[src/rtl/fp4_mac_seq_if.sv]
// Job, operand and result handshakes between the operand buffers and fp4_mac_seq.
// master drives jobs/operands and consumes results; slave is the sequencer.
interface fp4_mac_seq_if #(
  parameter int LEN_W = 8
);
  logic             start;
  logic [LEN_W-1:0] start_len;
  logic             start_ready;

  logic             in_valid;
  logic [3:0]       in_a0;
  logic [3:0]       in_b0;
  logic [3:0]       in_a1;
  logic [3:0]       in_b1;
  logic             in_ready;

  logic             res_valid;
  logic [3:0]       res0;
  logic [3:0]       res1;
  logic             res_ready;

  modport master (
    output start, start_len, in_valid, in_a0, in_b0, in_a1, in_b1, res_ready,
    input  start_ready, in_ready, res_valid, res0, res1
  );

  modport slave (
    input  start, start_len, in_valid, in_a0, in_b0, in_a1, in_b1, res_ready,
    output start_ready, in_ready, res_valid, res0, res1
  );
endinterface

[src/rtl/fp4_mac_seq.sv]
// Job sequencer for the two-lane FP4 MAC: clears the MAC, streams a job's operands,
// drains the MAC pipeline with zeros, then holds both lane results until consumed.
module fp4_mac_seq #(
  parameter int LEN_W   = 8,
  parameter int MAC_LAT = 3
) (
  input  logic       clk,
  input  logic       rst,
  fp4_mac_seq_if.slave bus,
  output logic [3:0] mac_a0,
  output logic [3:0] mac_b0,
  output logic [3:0] mac_a1,
  output logic [3:0] mac_b1,
  output logic       mac_clr,
  input  logic [3:0] facc0,
  input  logic [3:0] facc1,
  output logic       busy
);

  localparam int LAT_W = $clog2(MAC_LAT + 2);
  localparam int CNT_W = (LEN_W > LAT_W) ? LEN_W : LAT_W;
  // The operand register adds one cycle in front of the MAC's own latency.
  localparam logic [CNT_W-1:0] DRAIN_LAST = CNT_W'(MAC_LAT);

  typedef enum logic [2:0] {IDLE, CLEAR, RUN, DRAIN, DONE} state_t;

  state_t           state, state_d;
  logic [LEN_W-1:0] len_q;
  logic [CNT_W-1:0] cnt, cnt_d;
  logic             in_fire;
  logic             capture;
  logic             res_valid_q;
  logic [3:0]       res0_q, res1_q;

  // NOTE: every signal written here gets a default first, so no path leaves it unassigned (no latch).
  always_comb begin
    state_d = state;
    cnt_d   = cnt;
    in_fire = 1'b0;
    capture = 1'b0;
    case (state)
      IDLE: begin
        if (bus.start) begin
          state_d = CLEAR;
          cnt_d   = '0;
        end
      end
      CLEAR: state_d = (len_q != '0) ? RUN : DRAIN;
      RUN: begin
        if (bus.in_valid) begin
          in_fire = 1'b1;
          if (cnt + CNT_W'(1) == CNT_W'(len_q)) begin
            state_d = DRAIN;
            cnt_d   = '0;
          end else begin
            cnt_d = cnt + CNT_W'(1);
          end
        end
      end
      DRAIN: begin
        if (cnt == DRAIN_LAST) begin
          capture = 1'b1;
          state_d = DONE;
          cnt_d   = '0;
        end else begin
          cnt_d = cnt + CNT_W'(1);
        end
      end
      DONE: begin
        if (res_valid_q && bus.res_ready) state_d = IDLE;
      end
      default: state_d = IDLE;
    endcase
  end

  // NOTE: state registers use non-blocking assignments so all of them update together at the edge.
  always_ff @(posedge clk) begin
    if (rst) begin
      state       <= IDLE;
      len_q       <= '0;
      cnt         <= '0;
      mac_clr     <= 1'b1;
      mac_a0      <= '0;
      mac_b0      <= '0;
      mac_a1      <= '0;
      mac_b1      <= '0;
      res0_q      <= '0;
      res1_q      <= '0;
      res_valid_q <= 1'b0;
    end else begin
      state <= state_d;
      cnt   <= cnt_d;
      if (state == IDLE && bus.start) len_q <= bus.start_len;
      mac_clr <= (state == CLEAR);
      // Idle operand slots feed zeros, which leave the accumulators untouched.
      mac_a0  <= in_fire ? bus.in_a0 : 4'b0000;
      mac_b0  <= in_fire ? bus.in_b0 : 4'b0000;
      mac_a1  <= in_fire ? bus.in_a1 : 4'b0000;
      mac_b1  <= in_fire ? bus.in_b1 : 4'b0000;
      if (capture) begin
        res0_q <= facc0;
        res1_q <= facc1;
      end
      res_valid_q <= (state == DONE) && !(res_valid_q && bus.res_ready);
    end
  end

  assign bus.start_ready = (state == IDLE);
  assign bus.in_ready    = (state == RUN);
  assign bus.res_valid   = res_valid_q;
  assign bus.res0        = res0_q;
  assign bus.res1        = res1_q;
  assign busy            = (state != IDLE);

endmodule

[src/flat_wrapper.sv]
// flat-port wrapper written by rule: the top's interface ports become plain ports
module fp4_mac_seq_flat 
#(
  parameter int LEN_W   = 8,
  parameter int MAC_LAT = 3
)
  (clk, rst, mac_a0, mac_b0, mac_a1, mac_b1, mac_clr, facc0, facc1, busy, bus_start, bus_start_len, bus_in_valid, bus_in_a0, bus_in_b0, bus_in_a1, bus_in_b1, bus_res_ready, bus_start_ready, bus_in_ready, bus_res_valid, bus_res0, bus_res1);
  fp4_mac_seq_if #(.LEN_W(LEN_W)) bus_i ();
  input  logic clk;
  input  logic rst;
  output logic [3:0] mac_a0;
  output logic [3:0] mac_b0;
  output logic [3:0] mac_a1;
  output logic [3:0] mac_b1;
  output logic mac_clr;
  input  logic [3:0] facc0;
  input  logic [3:0] facc1;
  output logic busy;
  input wire logic [$bits(bus_i.start)-1:0] bus_start;
  input wire logic [$bits(bus_i.start_len)-1:0] bus_start_len;
  input wire logic [$bits(bus_i.in_valid)-1:0] bus_in_valid;
  input wire logic [$bits(bus_i.in_a0)-1:0] bus_in_a0;
  input wire logic [$bits(bus_i.in_b0)-1:0] bus_in_b0;
  input wire logic [$bits(bus_i.in_a1)-1:0] bus_in_a1;
  input wire logic [$bits(bus_i.in_b1)-1:0] bus_in_b1;
  input wire logic [$bits(bus_i.res_ready)-1:0] bus_res_ready;
  output wire logic [$bits(bus_i.start_ready)-1:0] bus_start_ready;
  output wire logic [$bits(bus_i.in_ready)-1:0] bus_in_ready;
  output wire logic [$bits(bus_i.res_valid)-1:0] bus_res_valid;
  output wire logic [$bits(bus_i.res0)-1:0] bus_res0;
  output wire logic [$bits(bus_i.res1)-1:0] bus_res1;
  assign bus_i.start = bus_start;
  assign bus_i.start_len = bus_start_len;
  assign bus_i.in_valid = bus_in_valid;
  assign bus_i.in_a0 = bus_in_a0;
  assign bus_i.in_b0 = bus_in_b0;
  assign bus_i.in_a1 = bus_in_a1;
  assign bus_i.in_b1 = bus_in_b1;
  assign bus_i.res_ready = bus_res_ready;
  assign bus_start_ready = bus_i.start_ready;
  assign bus_in_ready = bus_i.in_ready;
  assign bus_res_valid = bus_i.res_valid;
  assign bus_res0 = bus_i.res0;
  assign bus_res1 = bus_i.res1;
  fp4_mac_seq #(.LEN_W(LEN_W), .MAC_LAT(MAC_LAT)) u_core (.clk(clk), .rst(rst), .bus(bus_i), .mac_a0(mac_a0), .mac_b0(mac_b0), .mac_a1(mac_a1), .mac_b1(mac_b1), .mac_clr(mac_clr), .facc0(facc0), .facc1(facc1), .busy(busy));
endmodule
[config.mk]
export PLATFORM = sky130hd
export DESIGN_NAME = fp4_mac_seq_flat
export DESIGN_NICKNAME = d
export VERILOG_FILES = /design/src/rtl/fp4_mac_seq_if.sv /design/src/rtl/fp4_mac_seq.sv /design/src/flat_wrapper.sv
export SDC_FILE = /design/constraint.sdc
export NUM_CORES = 1
export LEC_CHECK = 0
export CORE_AREA = 10 10 66 89
export DETAILED_ROUTE_END_ITERATION = 6
export DIE_AREA = 0 0 76 99
export HOLD_SLACK_MARGIN = 0.06
export PLACE_DENSITY_LB_ADDON = 0.12
export SLEW_MARGIN = 20
export SYNTH_ARGS = -nofsm -noshare
export SYNTH_HDL_FRONTEND = slang
export SYNTH_SLANG_ARGS = --single-unit
[constraint.sdc]
create_clock -name clk -period 4.75 [get_ports clk]
set_clock_uncertainty 0.1 [all_clocks]
set_input_delay 0.7125 -clock clk [delete_from_list [all_inputs] [get_ports clk]]
set_output_delay 0.7125 -clock clk [all_outputs]
set_load 0.02 [all_outputs]
==> impl_results.html, run 1 <==
<table>
<tr><th>Metric</th><th>Value</th></tr>
<tr><th colspan="2">Outcome</th></tr>
<tr><td>Outcome</td><td>completed</td></tr>
<tr><th colspan="2">Worst setup path</th></tr>
<tr><td>Reg2Reg Setup Slack</td><td>between 2 and 2.5 ns</td></tr>
<tr><td>Data arrival time at the worst-slack endpoint</td><td>1.89 ns</td></tr>
<tr><td>Crit Path Category</td><td>flip-flop to primary output</td></tr>
<tr><td>Slowest stage delay, CP</td><td>about 0.7 ns</td></tr>
<tr><td>Kind of start point of the critical path</td><td>flip-flop</td></tr>
<tr><td>CP Cell Sequence</td><td>inv_1 -&gt; nor3_1 -&gt; clkdlybuf4s50_1</td></tr>
<tr><td>Endpoint type of the worst setup path</td><td>primary output</td></tr>
<tr><td>Critical path required time</td><td>3.94 ns</td></tr>
<tr><td>Master of the slowest instance on the critical path</td><td>sky130_fd_sc_hd__clkdlybuf4s50_1</td></tr>
<tr><td>CP max FO</td><td>8</td></tr>
<tr><th colspan="2">Synth</th></tr>
<tr><td>Leading area contributor after synthesis</td><td>sky130_fd_sc_hd__dfxtp_1</td></tr>
<tr><td>Ys async rst share</td><td>0</td></tr>
<tr><td>Average size of a mapped cell</td><td>about 9.0 um^2</td></tr>
<tr><td>Proportion of synthesized chip area in sequential cells</td><td>0.448</td></tr>
<tr><td>Top-area cell type share of the netlist area</td><td>0.448</td></tr>
<tr><td>Flop and latch count out of synthesis</td><td>45</td></tr>
<tr><td>Ranking of synthesized cells by instance count</td><td>45 x sky130_fd_sc_hd__dfxtp_1, 27 x sky130_fd_sc_hd__nand2_1, 18 x sky130_fd_sc_hd__and2_1</td></tr>
<tr><td>Yosys cell types</td><td>50</td></tr>
<tr><td>Library cell with the highest instance count after synthesis</td><td>sky130_fd_sc_hd__dfxtp_1</td></tr>
<tr><td>Number of nets in the synthesized netlist</td><td>around 260</td></tr>
<tr><td>Cell count after synthesis</td><td>between 200 and 250</td></tr>
<tr><td>Yosys warnings</td><td>0</td></tr>
<tr><td>Cell area after synthesis</td><td>~2000 um^2</td></tr>
<tr><td>Ranking of synthesized cells by area</td><td>sky130_fd_sc_hd__dfxtp_1 45%, sky130_fd_sc_hd__and2_1 5.6%, sky130_fd_sc_hd__nand2_1 5.0%</td></tr>
<tr><td>EDFF count, synth</td><td>0</td></tr>
<tr><td>Leading register cell type out of synthesis</td><td>sky130_fd_sc_hd__dfxtp_1</td></tr>
<tr><th colspan="2">Drt</th></tr>
<tr><td>Wire length per cell after detailed routing</td><td>~14 um</td></tr>
<tr><td>Final ANT Viol Nets</td><td>0</td></tr>
<tr><td>Number of remaining DRC errors</td><td>0</td></tr>
<tr><td>Total length of routed met3 wires</td><td>~400 um</td></tr>
<tr><td>Highest routed layer</td><td>met4</td></tr>
<tr><td>Total number of vias</td><td>1731</td></tr>
<tr><td>Final Routed Wirelength</td><td>approximately 5000 um</td></tr>
<tr><td>Detailed Routing Iterations Pass 1</td><td>4</td></tr>
<tr><td>Sum of met2 wire segment lengths after detailed routing</td><td>2550 um</td></tr>
<tr><td>Via density</td><td>about 5.0</td></tr>
<tr><td>Wire length on met1</td><td>between 1500 and 2000 um</td></tr>
<tr><td>Starting DRT DRC Count</td><td>roughly 140</td></tr>
<tr><th colspan="2">STA</th></tr>
<tr><td>Number of setup violations in the final report</td><td>0</td></tr>
<tr><td>Final-report max-slew violation count</td><td>0</td></tr>
<tr><td>Fin crit period</td><td>2.70 ns</td></tr>
<tr><td>Hold violation total from the final report</td><td>0</td></tr>
<tr><td>Final worst-path cycle share</td><td>0.569</td></tr>
<tr><td>RSZ-0062 raised after global routing</td><td>no</td></tr>
<tr><td>Sum of negative setup slack</td><td>0 ns</td></tr>
<tr><td>Achievable Freq</td><td>370 MHz</td></tr>
<tr><td>Relative slew margins</td><td>0.499</td></tr>
<tr><td>Transition time of the tightest slew-check pin</td><td>0.749 ns</td></tr>
<tr><th colspan="2">Finish</th></tr>
<tr><td>Number of nets at the end of the flow</td><td>323</td></tr>
<tr><td>Fraction of layout instances using a drive strength above 1</td><td>0.0699</td></tr>
<tr><td>Area growth from synthesis to layout</td><td>39.3%</td></tr>
<tr><td>Antenna fix cells</td><td>0</td></tr>
<tr><td>Total non-filler cell area in the finished layout</td><td>roughly 2800 um^2</td></tr>
<tr><td>Final Util</td><td>0.660</td></tr>
<tr><td>Cell Count, Final, Fillers Out</td><td>roughly 350</td></tr>
<tr><td>Filler cell count in the final layout</td><td>~340</td></tr>
<tr><th colspan="2">Floorplan</th></tr>
<tr><td>Starting utilization of the core area</td><td>0.474</td></tr>
<tr><td>Die boundary width</td><td>between 70 and 80 um</td></tr>
<tr><td>Die Footprint</td><td>between 7000 and 8000 um^2</td></tr>
<tr><td>Core area</td><td>4240 um^2</td></tr>
<tr><td>Die Ht</td><td>~99 um</td></tr>
<tr><td>Number of top-level pins</td><td>66</td></tr>
<tr><td>Number of rows in the core area</td><td>28</td></tr>
<tr><th colspan="2">Pwr</th></tr>
<tr><td>Power density of the placed cells</td><td>307 nW/um^2</td></tr>
<tr><td>Total power after layout</td><td>approximately 860 uW</td></tr>
<tr><td>Leakage power</td><td>around 1.1 nW</td></tr>
<tr><td>Maximum ir drop on the vdd rail</td><td>between 0.2 and 0.25 mV</td></tr>
<tr><th colspan="2">Clock tree</th></tr>
<tr><td>Setup bufs post-CTS</td><td>0</td></tr>
<tr><td>Sinks on Clock Net</td><td>45</td></tr>
<tr><td>Number of H-tree branching levels</td><td>2</td></tr>
<tr><td>Clock transition at the registers of the reported paths</td><td>roughly 0.08 ns</td></tr>
<tr><td>Cts repair resizes</td><td>0</td></tr>
<tr><td>Hold_buf cts</td><td>0</td></tr>
<tr><td>CTS Buf Count</td><td>5</td></tr>
<tr><td>Longest Clk Path Bufs</td><td>2</td></tr>
<tr><td>CTS tree</td><td>done</td></tr>
<tr><td>CTS root buffer</td><td>sky130_fd_sc_hd__clkbuf_8</td></tr>
<tr><td>Later-pin clock latency in the skew report</td><td>around 0.30 ns</td></tr>
<tr><th colspan="2">Job</th></tr>
<tr><td>Max-cap viol count</td><td>0</td></tr>
<tr><th colspan="2">Global routing</th></tr>
<tr><td>Via count of the first global-routing pass</td><td>1768</td></tr>
<tr><td>Wire length of the first global-routing pass</td><td>8200 um</td></tr>
<tr><td>GR Util All Layers</td><td>0.132</td></tr>
<tr><td>Maximum number of pins on one net before global-route repair</td><td>17</td></tr>
<tr><td>Grt total ovfl</td><td>0</td></tr>
<tr><td>Number of antenna violations at the first check in global routing</td><td>0</td></tr>
<tr><th colspan="2">Place</th></tr>
<tr><td>Dpl cell area</td><td>approximately 2700 um^2</td></tr>
<tr><td>Number of I/O port buffers</td><td>65</td></tr>
<tr><td>Half-perimeter wire length after detailed placement</td><td>between 3000 and 4000 um</td></tr>
<tr><td>Routability congestion estimate from global placement</td><td>between 0.8 and 0.9</td></tr>
<tr><td>Number of placed instances, taps included</td><td>between 300 and 400</td></tr>
<tr><th colspan="2">Hold path</th></tr>
<tr><td>Type of the most critical hold path</td><td>flip-flop to flip-flop</td></tr>
</table>
## sequential cells by signal, indices dropped and copies added (netlist names)
register,cells
u_core.bus.res_valid,1
u_core.cnt,8
u_core.mac_b1,4
u_core.len_q,8
u_core.bus.res0,4
u_core.mac_a1,4
u_core.mac_b0,4
u_core.mac_clr,1
u_core.state,3
u_core.bus.res1,4
u_core.mac_a0,4
## per-layer routing
| layer | GRT usage | up-vias |
|---|---|---|
| li1 | - | 897 |
| met1 | 0.132 | 777 |
| met2 | 0.230 | 50 |
| met3 | 0.0591 | 7 |
| met4 | 0.0585 | 0 |
| met5 | 0 | - |
## worst max-delay path, delay by kind of cell (launching register included)
| family | cells | cell delay (ns) |
|---|---|---|
| buffers and inverters | 2 | 0.78 |
| AND/OR/NAND/NOR | 1 | 0.35 |
| flip-flops | 1 | 0.47 |
## placed cells by master (no fill, tap or decap), types with 2 or more instances in the layout
cell,synthesis,layout
sky130_fd_sc_hd__o21ai_0,4,4
sky130_fd_sc_hd__nor2_1,16,16
sky130_fd_sc_hd__clkdlybuf4s50_1,0,65
sky130_fd_sc_hd__o311ai_1,3,3
sky130_fd_sc_hd__nor3_1,7,7
sky130_fd_sc_hd__xnor2_1,7,7
sky130_fd_sc_hd__mux2i_1,9,9
sky130_fd_sc_hd__nor3b_1,4,4
sky130_fd_sc_hd__nand3_1,9,9
sky130_fd_sc_hd__xor2_1,2,2
sky130_fd_sc_hd__o211ai_1,2,2
sky130_fd_sc_hd__o21ai_1,2,2
sky130_fd_sc_hd__dfxtp_1,45,45
sky130_fd_sc_hd__and2_1,18,18
sky130_fd_sc_hd__inv_1,5,5
sky130_fd_sc_hd__a211oi_1,2,2
sky130_fd_sc_hd__a21oi_1,14,14
sky130_fd_sc_hd__or3_1,2,2
sky130_fd_sc_hd__o21bai_1,2,2
sky130_fd_sc_hd__nand2_1,27,27
sky130_fd_sc_hd__a22oi_1,4,4
sky130_fd_sc_hd__a311oi_1,2,2
sky130_fd_sc_hd__nor2b_1,3,3
sky130_fd_sc_hd__clkbuf_8,0,6
## layout make-up
cell class,instances,area (um^2),area share
Clock buffer,6,82.6,0.0295
Clock inverter,2,37.5,0.0134
Inverter,5,18.8,0.00671
Multi-Input combinational cell,162,1030,0.367
Sequential cell,45,901,0.322
Tap cell,60,75.1,0.0268
Timing Repair Buffer,66,658,0.235
## final timing paths
path                                                   start                            to  depth (start not counted)
worst min-delay path            u_core.len_q[5]$_SDFFE_PP0P_  u_core.len_q[5]$_SDFFE_PP0P_                          2
worst min register to register  u_core.len_q[5]$_SDFFE_PP0P_  u_core.len_q[5]$_SDFFE_PP0P_                          2
worst max register to register    u_core.cnt[0]$_SDFFE_PP0P_    u_core.cnt[2]$_SDFFE_PP0P_                          7
worst max-delay path            u_core.state[1]$_SDFFE_PP0P_                  bus_in_ready                          3
## cell families (layout without fill, tap and decap cells)
family | count (synthesis) | count (layout) | share of synthesized area
xor+xnor | 9 | 9 | 0.0392
mux | 9 | 9 | 0.0448
fa+ha+maj | 1 | 1 | 0.00623
compound gates | 42 | 42 | 0.139
buf+inv | 17 | 79 | 0.0411
flops | 45 | 45 | 0.448
simple gates | 101 | 101 | 0.281
## per-stage QoR
step / setup slack (ns) / hold slack (ns)
final: 2.05 / 0.386
after floorplan: 2.63 / 0.356
after global routing: 1.89 / 0.418
after global placement: 2.25 / 0.372
after CTS: 2.03 / 0.392
after detailed placement: 2.19 / 0.380
## power breakdown
part | total, mW | switching [mW] | internal [mW]
sequential | 0.407 | 0.0154 | 0.392
clock | 0.303 | 0.132 | 0.171
combinational | 0.150 | 0.0732 | 0.0770
total | 0.860 | 0.220 | 0.640
(Power assumes the default switching activity.)
==> run 2, diff against run 1 <==
--- a/config.mk
+++ b/config.mk
@@ -5,9 +5,9 @@
 export SDC_FILE = /design/constraint.sdc
 export NUM_CORES = 1
 export LEC_CHECK = 0
-export CORE_AREA = 10 10 66 89
+export CORE_AREA = 10 10 68 93
 export DETAILED_ROUTE_END_ITERATION = 6
-export DIE_AREA = 0 0 76 99
+export DIE_AREA = 0 0 78 103
 export HOLD_SLACK_MARGIN = 0.06
 export PLACE_DENSITY_LB_ADDON = 0.12
 export SLEW_MARGIN = 20
==> constraint.sdc (replaced) <==
create_clock -name clk -period 2.5 [get_ports clk]
set_clock_uncertainty 0.1 [all_clocks]
set_input_delay 0.375 -clock clk [delete_from_list [all_inputs] [get_ports clk]]
set_output_delay 0.375 -clock clk [all_outputs]
set_load 0.02 [all_outputs]
==> impl_results.html, run 2 (synthesis gave the netlist of run 1 again) <==
<table>
<tr><th>Metric</th><th>Value</th></tr>
<tr><th colspan="2">Outcome</th></tr>
<tr><td>Outcome</td><td>completed</td></tr>
<tr><th colspan="2">Floorplan</th></tr>
<tr><td>Number of rows in the core area</td><td>30</td></tr>
<tr><td>Core area</td><td>between 4000 and 5000 um^2</td></tr>
<tr><td>Die Footprint</td><td>8030 um^2</td></tr>
<tr><td>Die Ht</td><td>just over 100 um</td></tr>
<tr><td>Starting utilization of the core area</td><td>0.428</td></tr>
<tr><td>Die boundary width</td><td>approximately 78 um</td></tr>
<tr><td>Number of top-level pins</td><td>between 60 and 70</td></tr>
<tr><th colspan="2">STA</th></tr>
<tr><td>Final-report max-slew violation count</td><td>0</td></tr>
<tr><td>Worst hold margin</td><td>~0.39 ns</td></tr>
<tr><td>Setup WS post-layout</td><td>0.190 ns</td></tr>
<tr><td>Relative slew margins</td><td>0.673</td></tr>
<tr><td>Achievable Freq</td><td>roughly 430 MHz</td></tr>
<tr><td>Final worst-path cycle share</td><td>0.924</td></tr>
<tr><td>Sum of negative setup slack</td><td>0 ns</td></tr>
<tr><td>Number of setup violations in the final report</td><td>0</td></tr>
<tr><td>Transition time of the tightest slew-check pin</td><td>around 0.49 ns</td></tr>
<tr><td>Hold violation total from the final report</td><td>0</td></tr>
<tr><td>RSZ-0062 raised after global routing</td><td>no</td></tr>
<tr><td>Fin crit period</td><td>2.31 ns</td></tr>
<tr><th colspan="2">Drt</th></tr>
<tr><td>Wire length per cell after detailed routing</td><td>14.7 um</td></tr>
<tr><td>Final Routed Wirelength</td><td>5170 um</td></tr>
<tr><td>Detailed Routing Iterations Pass 1</td><td>4</td></tr>
<tr><td>Number of remaining DRC errors</td><td>0</td></tr>
<tr><td>Starting DRT DRC Count</td><td>between 50 and 60</td></tr>
<tr><td>Via density</td><td>5.05</td></tr>
<tr><td>Total number of vias</td><td>1776</td></tr>
<tr><td>Final ANT Viol Nets</td><td>0</td></tr>
<tr><th colspan="2">Global routing</th></tr>
<tr><td>Via count of the first global-routing pass</td><td>about 1800</td></tr>
<tr><td>Number of antenna violations at the first check in global routing</td><td>0</td></tr>
<tr><td>GR Util All Layers</td><td>0.130</td></tr>
<tr><td>Maximum number of pins on one net before global-route repair</td><td>17</td></tr>
<tr><td>Grt total ovfl</td><td>0</td></tr>
<tr><td>Wire length of the first global-routing pass</td><td>8420 um</td></tr>
<tr><th colspan="2">Finish</th></tr>
<tr><td>Area of combinational cells with multiple inputs</td><td>~1000 um^2</td></tr>
<tr><td>Most common library cell in the layout ignoring fill and taps</td><td>sky130_fd_sc_hd__clkdlybuf4s50_1</td></tr>
<tr><td>Filler cell count in the final layout</td><td>approximately 420</td></tr>
<tr><td>Total non-filler cell area in the finished layout</td><td>around 2800 um^2</td></tr>
<tr><td>Commonest cells after routing, fill and taps aside</td><td>65 x sky130_fd_sc_hd__clkdlybuf4s50_1, 45 x sky130_fd_sc_hd__dfxtp_1, 27 x sky130_fd_sc_hd__nand2_1, 18 x sky130_fd_sc_hd__and2_1, 16 x sky130_fd_sc_hd__nor2_1</td></tr>
<tr><td>Area taken by flip-flops and latches</td><td>901 um^2</td></tr>
<tr><td>Fraction of layout instances using a drive strength above 1</td><td>0.0764</td></tr>
<tr><td>Final Util</td><td>0.595</td></tr>
<tr><td>Registers with the most flip-flops</td><td>u_core.cnt: 8 flops, u_core.len_q: 8 flops</td></tr>
<tr><td>Number of nets at the end of the flow</td><td>325</td></tr>
<tr><td>Area growth from synthesis to layout</td><td>38.9%</td></tr>
<tr><td>Antenna fix cells</td><td>0</td></tr>
<tr><th colspan="2">Clock tree</th></tr>
<tr><td>Number of H-tree branching levels</td><td>2</td></tr>
<tr><td>CTS Buf Count</td><td>5</td></tr>
<tr><td>Later-pin clock latency in the skew report</td><td>0.29 ns</td></tr>
<tr><td>Hold_buf cts</td><td>0</td></tr>
<tr><td>CTS tree</td><td>done</td></tr>
<tr><td>Sinks on Clock Net</td><td>45</td></tr>
<tr><td>Longest Clk Path Bufs</td><td>2</td></tr>
<tr><td>Clock transition at the registers of the reported paths</td><td>0.09 ns</td></tr>
<tr><td>CTS root buffer</td><td>sky130_fd_sc_hd__clkbuf_8</td></tr>
<tr><th colspan="2">Hold path</th></tr>
<tr><td>Critical hold path startpoint</td><td>u_core.len_q[5]$_SDFFE_PP0P_</td></tr>
<tr><td>Type of the most critical hold path</td><td>flip-flop to flip-flop</td></tr>
<tr><td>Worst min-delay path endpoint</td><td>u_core.len_q[5]$_SDFFE_PP0P_</td></tr>
<tr><td>Worst hold path cell count</td><td>2</td></tr>
<tr><th colspan="2">Place</th></tr>
<tr><td>Routability congestion estimate from global placement</td><td>approximately 0.8</td></tr>
<tr><td>Number of I/O port buffers</td><td>65</td></tr>
<tr><td>Dpl cell area</td><td>approximately 2700 um^2</td></tr>
<tr><td>Half-perimeter wire length after detailed placement</td><td>roughly 4000 um</td></tr>
<tr><td>Setup Slack @ Placement</td><td>about 0.16 ns</td></tr>
<tr><th colspan="2">Pwr</th></tr>
<tr><td>Maximum ir drop on the vdd rail</td><td>around 0.38 mV</td></tr>
<tr><td>Power density of the placed cells</td><td>~540 nW/um^2</td></tr>
<tr><td>Leakage power</td><td>between 1 and 1.5 nW</td></tr>
<tr><th colspan="2">Worst setup path</th></tr>
<tr><td>Data arrival time at the worst-slack endpoint</td><td>approximately 1.8 ns</td></tr>
<tr><td>Reg2Reg Setup Slack</td><td>roughly 0.20 ns</td></tr>
<tr><td>Cell depth of the worst setup path</td><td>2</td></tr>
<tr><td>Number of buffer and inverter instances along the worst setup path</td><td>1</td></tr>
<tr><td>CP Cell Sequence</td><td>nor3_1 -&gt; clkdlybuf4s50_1</td></tr>
<tr><td>Endpoint type of the worst setup path</td><td>primary output</td></tr>
<tr><td>Kind of start point of the critical path</td><td>flip-flop</td></tr>
<tr><td>Master of the slowest instance on the critical path</td><td>sky130_fd_sc_hd__clkdlybuf4s50_1</td></tr>
<tr><td>Crit Path Category</td><td>flip-flop to primary output</td></tr>
<tr><td>Slowest stage delay, CP</td><td>0.71 ns</td></tr>
<tr><td>Critical path required time</td><td>2.03 ns</td></tr>
<tr><td>Endpoint of the most critical register-to-register path</td><td>u_core.state[0]$_SDFFE_PP0P_</td></tr>
<tr><td>Family with the most delay on the worst path</td><td>buffers and inverters</td></tr>
<tr><td>Worst reg2reg startpoint</td><td>u_core.cnt[0]$_SDFFE_PP0P_</td></tr>
<tr><td>CP max FO</td><td>8</td></tr>
<tr><td>R2R depth</td><td>7</td></tr>
<tr><th colspan="2">Job</th></tr>
<tr><td>Max-cap viol count</td><td>0</td></tr>
</table>
run 2: cell types whose count changed in the layout (fill, tap and decap cells not counted), sizes merged:
cell and delta:
buf +2, bufinv -1, clkbuf +1
run 2: worst max-delay path by stage:
stage | from | endpoint | slack, ns
after floorplan | u_core.cnt[0]$_SDFFE_PP0P_ | u_core.state[0]$_SDFFE_PP0P_ | 0.48
after global placement | u_core.cnt[0]$_SDFFE_PP0P_ | u_core.state[0]$_SDFFE_PP0P_ | 0.25
after detailed placement | u_core.cnt[0]$_SDFFE_PP0P_ | u_core.cnt[2]$_SDFFE_PP0P_ | 0.16
after CTS | u_core.state[1]$_SDFFE_PP0P_ | bus_in_ready | 0.09
after global routing | u_core.cnt[0]$_SDFFE_PP0P_ | u_core.cnt[2]$_SDFFE_PP0P_ | 0.02
final | u_core.state[0]$_SDFFE_PP0P_ | bus_start_ready | 0.19
run 2: cell type report:
class                           instances  share of cell area
Clock buffer                            7              0.0274
Clock inverter                          1             0.00269
Inverter                                5             0.00673
Multi-Input combinational cell        162               0.370
Sequential cell                        45               0.323
Tap cell                               64              0.0287
Timing Repair Buffer                   68               0.241
run 2: repair_timing:
item | 4_1_cts | 5_1_grt
endpoints found under the setup margin | 0 | 2
buffers inserted | 0 | 0
resized for setup | 0 | 2
run 2: tightest hold or removal path, delay by kind of cell, from the launching register on:
kind            cells  cell delay [ns]
compound gates      1             0.05
flops               1             0.34
simple gates        1             0.06
run 2: per-layer routing:
layer	global-route usage	vias up	part of all wire
li1	-	909	-
met1	0.127	794	0.37
met2	0.220	63	0.50
met3	0.0646	10	0.099
met4	0.0747	0	0.028
met5	0	-	0
run 2: stage by stage:
stage	power, mW	instances
2_1_floorplan	0.955	224
3_3_place_gp	1.09	344
3_5_place_dp	1.09	344
4_1_cts	1.53	352
5_1_grt	1.59	352
6_report	1.51	352
run 2: power by group:
group	leakage (nW)	internal [mW]	total, mW	switching, mW
logic	0.667	0.149	0.297	0.148
clock network	0.0385	0.198	0.439	0.240
registers	0.365	0.745	0.775	0.0305
